## src/rtl/mag_pkg.sv

```systemverilog
// -----------------------------------------------------------------------------
// mag_pkg
//   Shared types and default constants for the magnetron power controller.
//   - state_e      : controller state encoding
//   - MAG_N_LEVELS : default number of duty slots per power period
//   - MAG_SLOT_TICKS : default clock cycles per duty slot
//   - MAG_LEVEL_W  : default width of the power level field
// -----------------------------------------------------------------------------
package mag_pkg;

    localparam int MAG_N_LEVELS   = 10;
    localparam int MAG_SLOT_TICKS = 100;
    localparam int MAG_LEVEL_W    = 4;

    typedef enum logic [1:0] {
        ST_IDLE   = 2'd0,
        ST_COOK   = 2'd1,
        ST_PAUSED = 2'd2,
        ST_DONE   = 2'd3
    } state_e;

endpackage

```

## src/rtl/mag_duty_gen.sv

```systemverilog
// -----------------------------------------------------------------------------
// mag_duty_gen
//   Slot-based duty cycle generator for the COOK state. A power period is
//   N_LEVELS slots of SLOT_TICKS clocks; the drive is on while the slot index
//   is below the requested level.
//   Ports:
//     clk, reset : clock, asynchronous active-high reset
//     clear      : restart counters at slot 0 / tick 0 on this edge
//     enable     : advance counters on this edge (ignored when clear is high)
//     level      : duty level applied to the next-cycle slot
//     on_next    : drive request for the cycle following this edge
// -----------------------------------------------------------------------------
module mag_duty_gen #(
    parameter int N_LEVELS   = 10,
    parameter int SLOT_TICKS = 100,
    parameter int LEVEL_W    = 4
) (
    input  logic               clk,
    input  logic               reset,
    input  logic               clear,
    input  logic               enable,
    input  logic [LEVEL_W-1:0] level,
    output logic               on_next
);

    localparam int TICK_W = (SLOT_TICKS > 1) ? $clog2(SLOT_TICKS) : 1;
    localparam int SLOT_W = (N_LEVELS > 1) ? $clog2(N_LEVELS) : 1;

    localparam logic [TICK_W-1:0] TICK_LAST = TICK_W'(SLOT_TICKS - 1);
    localparam logic [SLOT_W-1:0] SLOT_LAST = SLOT_W'(N_LEVELS - 1);

    logic [TICK_W-1:0] tick_q, tick_d;
    logic [SLOT_W-1:0] slot_q, slot_d;

    always_comb begin
        tick_d = tick_q;
        slot_d = slot_q;
        if (clear) begin
            tick_d = '0;
            slot_d = '0;
        end else if (enable) begin
            if (tick_q == TICK_LAST) begin
                tick_d = '0;
                slot_d = (slot_q == SLOT_LAST) ? '0 : slot_q + SLOT_W'(1);
            end else begin
                tick_d = tick_q + TICK_W'(1);
            end
        end
    end

    // Compare against the slot the next cycle will be in, so the registered
    // drive lines up with the counters (first on-cycle is the entry edge).
    assign on_next = (32'(slot_d) < 32'(level));

    always_ff @(posedge clk or posedge reset) begin
        if (reset) begin
            tick_q <= '0;
            slot_q <= '0;
        end else begin
            tick_q <= tick_d;
            slot_q <= slot_d;
        end
    end

endmodule

```

## src/rtl/mag_power_ctrl.sv

```systemverilog
// -----------------------------------------------------------------------------
// mag_power_ctrl
//   Magnetron controller with IDLE/COOK/PAUSED/DONE states, slot-based duty
//   cycling for power levels and a combinational door interlock.
//   Ports:
//     clk, reset    : clock, asynchronous active-high reset
//     startn        : start button, active low, falling-edge detected
//     stopn         : stop/pause button, active low, level
//     clearn        : clear button, active low, level
//     door_closed   : 1 = door closed
//     timer_done    : 1 = cook timer expired
//     power_level   : requested level, sampled when a start is accepted
//     mag_on        : magnetron drive (registered, gated by door_closed)
//     cooking/paused/done : state decodes
//     active_level  : level latched at the last accepted start
// -----------------------------------------------------------------------------
module mag_power_ctrl
    import mag_pkg::*;
#(
    parameter int N_LEVELS   = MAG_N_LEVELS,
    parameter int SLOT_TICKS = MAG_SLOT_TICKS,
    parameter int LEVEL_W    = MAG_LEVEL_W
) (
    input  logic               clk,
    input  logic               reset,
    input  logic               startn,
    input  logic               stopn,
    input  logic               clearn,
    input  logic               door_closed,
    input  logic               timer_done,
    input  logic [LEVEL_W-1:0] power_level,
    output logic               mag_on,
    output logic               cooking,
    output logic               paused,
    output logic               done,
    output logic [LEVEL_W-1:0] active_level
);

    localparam logic [LEVEL_W-1:0] LEVEL_MAX = LEVEL_W'(N_LEVELS);

    state_e             state_q, state_d;
    logic [LEVEL_W-1:0] level_q, level_d;
    logic               startn_q, startn_d;
    logic               mag_q, mag_d;

    logic               start_edge;
    logic               start_ok;
    logic [LEVEL_W-1:0] level_clamped;
    logic               cook_entry;
    logic               cook_hold;
    logic               duty_on;

    assign start_edge    = startn_q & ~startn;
    assign start_ok      = start_edge & door_closed & ~timer_done & (power_level != '0);
    assign level_clamped = (power_level > LEVEL_MAX) ? LEVEL_MAX : power_level;
    assign startn_d      = startn;

    always_comb begin
        state_d = state_q;
        level_d = level_q;
        case (state_q)
            ST_IDLE: begin
                // stop and clear both outrank start here, so either one
                // held low swallows the start edge.
                if (clearn && stopn && start_ok) begin
                    state_d = ST_COOK;
                    level_d = level_clamped;
                end
            end
            ST_COOK: begin
                if (!clearn) begin
                    state_d = ST_IDLE;
                    level_d = '0;
                end else if (!door_closed || !stopn) begin
                    state_d = ST_PAUSED;
                end else if (timer_done) begin
                    state_d = ST_DONE;
                end
            end
            ST_PAUSED: begin
                // A held stop button does not block resume.
                if (!clearn) begin
                    state_d = ST_IDLE;
                end else if (start_ok) begin
                    state_d = ST_COOK;
                    level_d = level_clamped;
                end
            end
            ST_DONE: begin
                if (!clearn || !door_closed) begin
                    state_d = ST_IDLE;
                end
            end
            default: state_d = ST_IDLE;
        endcase
    end

    assign cook_entry = (state_d == ST_COOK) && (state_q != ST_COOK);
    assign cook_hold  = (state_d == ST_COOK) && (state_q == ST_COOK);

    mag_duty_gen #(
        .N_LEVELS   (N_LEVELS),
        .SLOT_TICKS (SLOT_TICKS),
        .LEVEL_W    (LEVEL_W)
    ) u_duty (
        .clk     (clk),
        .reset   (reset),
        .clear   (cook_entry),
        .enable  (cook_hold),
        .level   (level_d),
        .on_next (duty_on)
    );

    assign mag_d = (state_d == ST_COOK) & duty_on;

    always_ff @(posedge clk or posedge reset) begin
        if (reset) begin
            state_q  <= ST_IDLE;
            level_q  <= '0;
            startn_q <= 1'b1;
            mag_q    <= 1'b0;
        end else begin
            state_q  <= state_d;
            level_q  <= level_d;
            startn_q <= startn_d;
            mag_q    <= mag_d;
        end
    end

    // Door interlock is combinational so the drive drops in the same cycle.
    assign mag_on       = mag_q & door_closed;
    assign cooking      = (state_q == ST_COOK);
    assign paused       = (state_q == ST_PAUSED);
    assign done         = (state_q == ST_DONE);
    assign active_level = level_q;

endmodule

```

## config.mk

```make
export PLATFORM = sky130hd
export DESIGN_NAME = mag_power_ctrl
export DESIGN_NICKNAME = d
export VERILOG_FILES = /design/src/rtl/mag_pkg.sv /design/src/rtl/mag_duty_gen.sv /design/src/rtl/mag_power_ctrl.sv
export SDC_FILE = /design/constraint.sdc
export NUM_CORES = 1
export LEC_CHECK = 0
export ABC_AREA = 1
export BUFFER_PORTS_ARGS = -buffer_cell sky130_fd_sc_hd__buf_2
export CAP_MARGIN = 5
export CORE_UTILIZATION = 35
export DETAILED_ROUTE_END_ITERATION = 10
export GPL_TIMING_DRIVEN = 0
export SLEW_MARGIN = 20
export SYNTH_ARGS = -nofsm -noshare
export SYNTH_HDL_FRONTEND = slang
export SYNTH_SLANG_ARGS = --single-unit
```

## constraint.sdc

```tcl
create_clock -name clk -period 4.07 [get_ports clk]
set_input_delay 0 -clock clk [delete_from_list [all_inputs] [get_ports clk]]
set_output_delay 0 -clock clk [all_outputs]
set_load 0.1 [all_outputs]
```

==> reports/qor.txt, run 1 <==
PwrDens - 546 nW/um2
Chip width - 60.2 um
Final GP Congestion - 0.775
Share of cells above drive strength 1 - 0.223
Max cap viols - 0
Clock root buffer - clkbuf_4
WL final - 2.33 mm
Pleak - 0.751 nW
Post-route DRC - 0
Post-CTS Setup Bufs - 0
M2 GR Usage - 0.264
Crit-path cells - nand2_1, nor2_2, nand2_1, nor2_1, nor2_2, nand2_2, nand4_1, nor2_1, nand2_1, a21oi_1, ha_1, a21oi_1, nand2_1, a21oi_1
Number of synthesized flops with an enable pin - 0
Worst Path Buf+Inv - 0
Num CTS Buffers - 3
Initial antenna violation count - 0
Hold Buf Count CTS - 2
Top cell by count, worst path - nand2_1
Die Y - 60.2 um
Count of antenna-violating nets left after detailed routing - 0
Met1 usage - 0.183
Hold Vio Cnt, Final - 0
Mapped cell area - 1180 um2
Hold_ws - 0.0103 ns
Rel. slew slack - 0.532
Flops & latches, synth - 19
Outcome - finished, final reports clean
HP Class - in -> reg
Max Freq - 408 MHz
Grt met3 use - 0.0130
WP data arrival - 2.68 ns
P&R area growth vs syn - 16.2%
Worst EP required - 4.30 ns
Top-area cell type share of the netlist area - 0.381
Synth cell types - 26
Slowest CP cell - dfstp_2
Critical Path Source Type - flop
TritonCTS clock tree - done
Max stage delay on crit path - 0.53 ns
Endpoint type of the worst setup path - flop
Area contributors post-synth - dfrtp_1 (38%), nand2_1 (11%), inv_1 (9.2%), ha_1 (4.2%), nor2_1 (3.8%)
Count leader, synth - nand2_1
GRT Max-Usage Layer - met2
Dpl hpwl - 1.85 mm
GRT overflow - 0
I/O Pins - 19
Vias in the first global route - 1,004
RSZ-0062 raised after global routing - no
Worst skew pair latency - 0.29 ns
Gr usage total - 0.146
Peak VDD IR - 0.320 mV
Initial DRC count - 65
Die area - 3620 um2
Clk buf depth - 2
DR WL/cell - 10.4 um
Largest net degree at the start of global routing - 20
Setup TNS - 0 ns
Fin crit period - 2.45 ns
Cell taking the most area after synthesis - dfrtp_1
Most common library cells after synthesis - nand2_1 (36), inv_1 (29), dfrtp_1 (18)
Cells after Synth - 155
Transition time of the tightest slew-check pin - 0.702 ns
Fin nets - 195
Sequential share of the synthesized area - 0.403
Tcrit/Tclk final - 0.602
Setup violators final - 0
Post-synth ARST share - 1.00
Clock sink total - 19
Vias per cell - 4.58
Pre-antenna DRT Iters - 4
Clock transition at the registers of the reported paths - 0.10 ns
Global-route wire length before repair - 4.06 mm
Synthesized area per cell - 7.64 um2
Vias - 1,021
Critical setup path kind - reg -> reg
Ys Warns - 0
PostCTS Resize Cnt - 0
Total Power - 0.751 mW
Syn Nets - 170
Std cell rows - 20
H-Tree Depth - 1
Post-synth top flop - dfrtp_1
Pins Over Slew Limit - 0
Worst-path maximum fanout - 4
Number of I/O port buffers - 18
Ant diodes - 0
Layout Skew - 0.00124 ns
Crit-path leading delay family - simple AND/OR/NAND/NOR gates
CORE AREA - 3130 um2
Initial core utilization - 0.378
[final cells by class]
type,count,area [um2]
Fill cell,329,1750
Clock buffer,4,26.3
Inverter,33,125
Multi-Input combinational cell,103,582
Sequential cell,19,477
Tap cell,44,55.1
Timing Repair Buffer,20,110
[worst register-to-register path: stages (launching register included)]
cell and delay (ns):
dfstp_2 0.53, nand2_1 0.06, nor2_2 0.11, nand2_1 0.12, nor2_1 0.17, nor2_2 0.08, nand2_2 0.09, nand4_1 0.15
nor2_1 0.15, nand2_1 0.08, a21oi_1 0.21, ha_1 0.28, a21oi_1 0.15, nand2_1 0.07, a21oi_1 0.13
[cell usage in the layout, fill, tap and decap left out, drive strengths merged, types with 3 or more instances in the layout]
master  instances
nor3            3
o21ai           9
ha              4
buf            18
nand3           8
dfrtp          18
a21oi           7
nor2           15
nand2          41
inv            32
xor2            3
clkbuf          4
o22ai           5
[report_power, final]
part           switching, mW  internal [mW]
Clock                 0.0567         0.0381
Sequential            0.0361          0.232
Combinational          0.291         0.0976
[cell families after synthesis]
group	Yosys count	synth area share
flip-flops	19	0.403
adder cells (fa/ha/maj)	4	0.0423
AO/OA/AOI/OAI	25	0.152
AND/OR/NAND/NOR	69	0.260
XOR/XNOR	5	0.0370
buffers and inverters	33	0.106
[worst paths after layout]
path / startpoint / to / slack, ns / cells after the start
worst max-delay path: startn_q / mag_q / 1.62 / 14
worst min register to register: active_level[3] / active_level[3] / 0.51 / 2
worst min-delay path: power_level[0] / active_level[0] / 0.01 / 3
worst max register to register: startn_q / mag_q / 1.62 / 14
min in group asynchronous: reset / mag_q / 0.35 / 3
max in group asynchronous: reset / u_duty.tick_q[2] / 3.28 / 3
[sequential cells by signal, indices dropped and copies added, names as in the netlist]
register and count:
u_duty.slot_q 4, state_q 2, u_duty.tick_q 7, mag_q 1, startn_q 1, active_level 4
[per-layer routing]
metal	vias to the layer above	part of all wire
met5	-	0
met1	459	0.49
met3	2	0.028
li1	545	-
met2	15	0.48
met4	0	0.0060
[per-stage QoR]
| step | worst slack, ns | utilization | cells | instance area (um2) |
|---|---|---|---|---|
| finish | 1.62 | 0.440 | 223 | 1380 |
| CTS | 1.60 | 0.440 | 223 | 1380 |
| detailed placement | 1.63 | 0.425 | 217 | 1330 |
| floorplan | 1.18 | - | 155 | 1180 |
| global route | 1.33 | 0.440 | 223 | 1380 |
| global placement | 1.74 | 0.425 | 217 | 1330 |
Note: power is estimated with default switching activity, not from simulation.
==> run 2, diff against run 1 <==
==> constraint.sdc (replaced) <==
create_clock -name clk -period 2.3 [get_ports clk]
set_input_delay 0 -clock clk [delete_from_list [all_inputs] [get_ports clk]]
set_output_delay 0 -clock clk [all_outputs]
set_load 0.1 [all_outputs]
==> run 2 against run 1 <==
Critical path type unchanged. Clock power rose by 74%. Highest routed layer unchanged. Largest power group unchanged. Sequential cell count unchanged. Non-clock buffer count increased by 11.
==> reports/qor.txt, run 2 (same netlist as run 1, synthesis figures left out) <==
Rel. slew slack - 0.537 (+0.00528)
Reg area - 478 um2 (+0.26%)
Initial antenna violation count - 0 (unchanged)
Outcome - finished, final reports clean
Multi-input logic area - 658 um2 (+13%)
Std cell rows - 20 (unchanged)
DR WL/cell - 10.4 um (about the same)
CORE AREA - 3130 um2 (unchanged)
PwrDens - 984 nW/um2 (+80%)
Peak VDD IR - 0.394 mV (+23%)
Die area - 3620 um2 (unchanged)
Tcrit/Tclk final - 0.991 (+0.389)
Die Y - 60.2 um (unchanged)
Num CTS Buffers - 3 (unchanged)
Worst-path maximum fanout - 4 (unchanged)
Total Power - 1.52 mW (+100%)
Hold_ws - 0.00867 ns (-0.00162 ns)
Final worst slack - 0.0202 ns (-1.60 ns)
Final GP Congestion - 0.779 (+0.54%)
GRT overflow - 0 (unchanged)
Most frequent cells in the layout - nand2_1 (31), inv_1 (27), buf_2 (18)
Fin nets - 206 (+5.6%)
Biggest register - u_duty.tick_q
Post-route DRC - 0 (unchanged)
Ant diodes - 0 (unchanged)
Pleak - 0.805 nW (+7.1%)
Hold Vio Cnt, Final - 0 (unchanged)
Reg2reg path depth - 14 (unchanged)
Most common cell after layout, fill and taps aside - nand2_1
Critical Path Source Type - flop
Clock transition at the registers of the reported paths - 0.11 ns (about the same)
Layout Skew - 0.00135 ns (+0.000116 ns)
Endpoint type of the worst setup path - flop
Dpl ws - -0.0566 ns (-1.69 ns)
Worst skew pair latency - 0.29 ns (about the same)
HP Class - in -> reg
Fin crit period - 2.28 ns (-0.171 ns)
Largest net degree at the start of global routing - 20 (unchanged)
H-Tree Depth - 1 (unchanged)
Critical setup path kind - reg -> reg
Vias - 1,089 (+6.7%)
Pins Over Slew Limit - 0 (unchanged)
Initial core utilization - 0.378 (unchanged)
Transition time of the tightest slew-check pin - 0.694 ns (-0.00791 ns)
Global-route wire length before repair - 4.23 mm (+4.1%)
Clk buf depth - 2 (unchanged)
P&R area growth vs syn - 30.1%
Max cap viols - 0 (unchanged)
Dpl hpwl - 1.91 mm (+3.2%)
I/O Pins - 19 (unchanged)
Clock root buffer - clkbuf_4
Hold path depth - 3 (unchanged)
Initial DRC count - 58 (-11%)
Post-DP Area - 1350 um2 (+1.4%)
WP data arrival - 2.51 ns (-0.17 ns)
Max FFs per register - 7 (unchanged)
RSZ-0062 raised after global routing - yes
Final Cell Area - 1540 um2 (+12%)
Chip width - 60.2 um (unchanged)
Setup violators final - 0 (unchanged)
Max Freq - 439 MHz (+7.5%)
Vias per cell - 4.65 (+1.6%)
Count of antenna-violating nets left after detailed routing - 0 (unchanged)
Share of cells above drive strength 1 - 0.353 (+0.129)
Worst EP required - 2.53 ns (-1.77 ns)
WL final - 2.44 mm (+5.0%)
Gr usage total - 0.155 (+0.00834)
TritonCTS clock tree - done
Pre-antenna DRT Iters - 4 (unchanged)
Number of I/O port buffers - 18 (unchanged)
Vias in the first global route - 1,043 (+3.9%)
Fill cell count - 311 (-5.5%)
Clock sink total - 19 (unchanged)
## run 2: changes by cell type in the layout (fill, tap and decap cells not counted), sizes merged
cell | previous run | this run
inv | 32 | 31
clkbuf | 4 | 3
buf | 18 | 29
clkinv | 1 | 2
clkinvlp | 0 | 1
## run 2: repair_timing
action / CTS / global route
endpoints found under the setup margin: 1 / 1
hold endpoints to repair: 19 / 0
setup buffers: 9 / 2
pin swaps: 14 / 12
resized for setup: 8 / 6
gates cloned: 0 / 0
hold buffers: 2 / 0
## run 2: path summary, 6_finish.rpt
check / start / to / slack [ns]
worst min-delay path: power_level[0] / active_level[0] / 0.009
worst max register to register: startn_q / mag_q / 0.02
worst max-delay path: startn_q / mag_q / 0.02
min in group asynchronous: reset / u_duty.tick_q[0] / 0.34
max in group asynchronous: reset / state_q[0] / 1.48
worst min register to register: u_duty.tick_q[0] / u_duty.tick_q[0] / 0.53
## run 2: critical path, cell delays in order (launching register included)
cell     delay (ns)
dfstp_2        0.54
nand2_2        0.05
nor2_4         0.13
nand2_4        0.08
nor2_4         0.15
nor2_4         0.05
nand2_2        0.07
nand4_1        0.16
nor2_1         0.16
nand2_1        0.10
a21oi_2        0.21
ha_4           0.23
a21oi_2        0.12
nand2_1        0.06
a21oi_2        0.09
## run 2: layout make-up
cell class / instances / area share
repair buffers: 31 / 0.125
flip-flops and latches: 19 / 0.310
inverters: 33 / 0.0837
clock inverters: 1 / 0.00325
clock buffers: 3 / 0.0146
multi-input cells: 103 / 0.427
well taps: 44 / 0.0357
## run 2: routing by layer
| metal | part of all wire | vias up | GRT usage |
|---|---|---|---|
| met5 | 0 | - | 0 |
| met4 | 0.0094 | 0 | 0.0498 |
| met3 | 0.022 | 4 | 0.0195 |
| met2 | 0.53 | 13 | 0.283 |
| met1 | 0.44 | 504 | 0.185 |
| li1 | - | 568 | - |
## run 2: power breakdown
part | internal (mW) | total [mW] | switching [mW] | leakage [nW]
Sequential | 0.412 | 0.480 | 0.0684 | 0.254
Combinational | 0.292 | 0.870 | 0.577 | 0.533
Clock | 0.0647 | 0.165 | 0.101 | 0.0177
Total | 0.768 | 1.52 | 0.747 | 0.805
## run 2: through the flow
stage / TNS, ns / util / instances
6_report: 0 / 0.492 / 234
4_1_cts: 0 / 0.477 / 232
5_1_grt: -0.119 / 0.492 / 234
3_5_place_dp: -0.0566 / 0.431 / 217
3_3_place_gp: 0 / 0.431 / 217
2_1_floorplan: -0.100 / - / 155
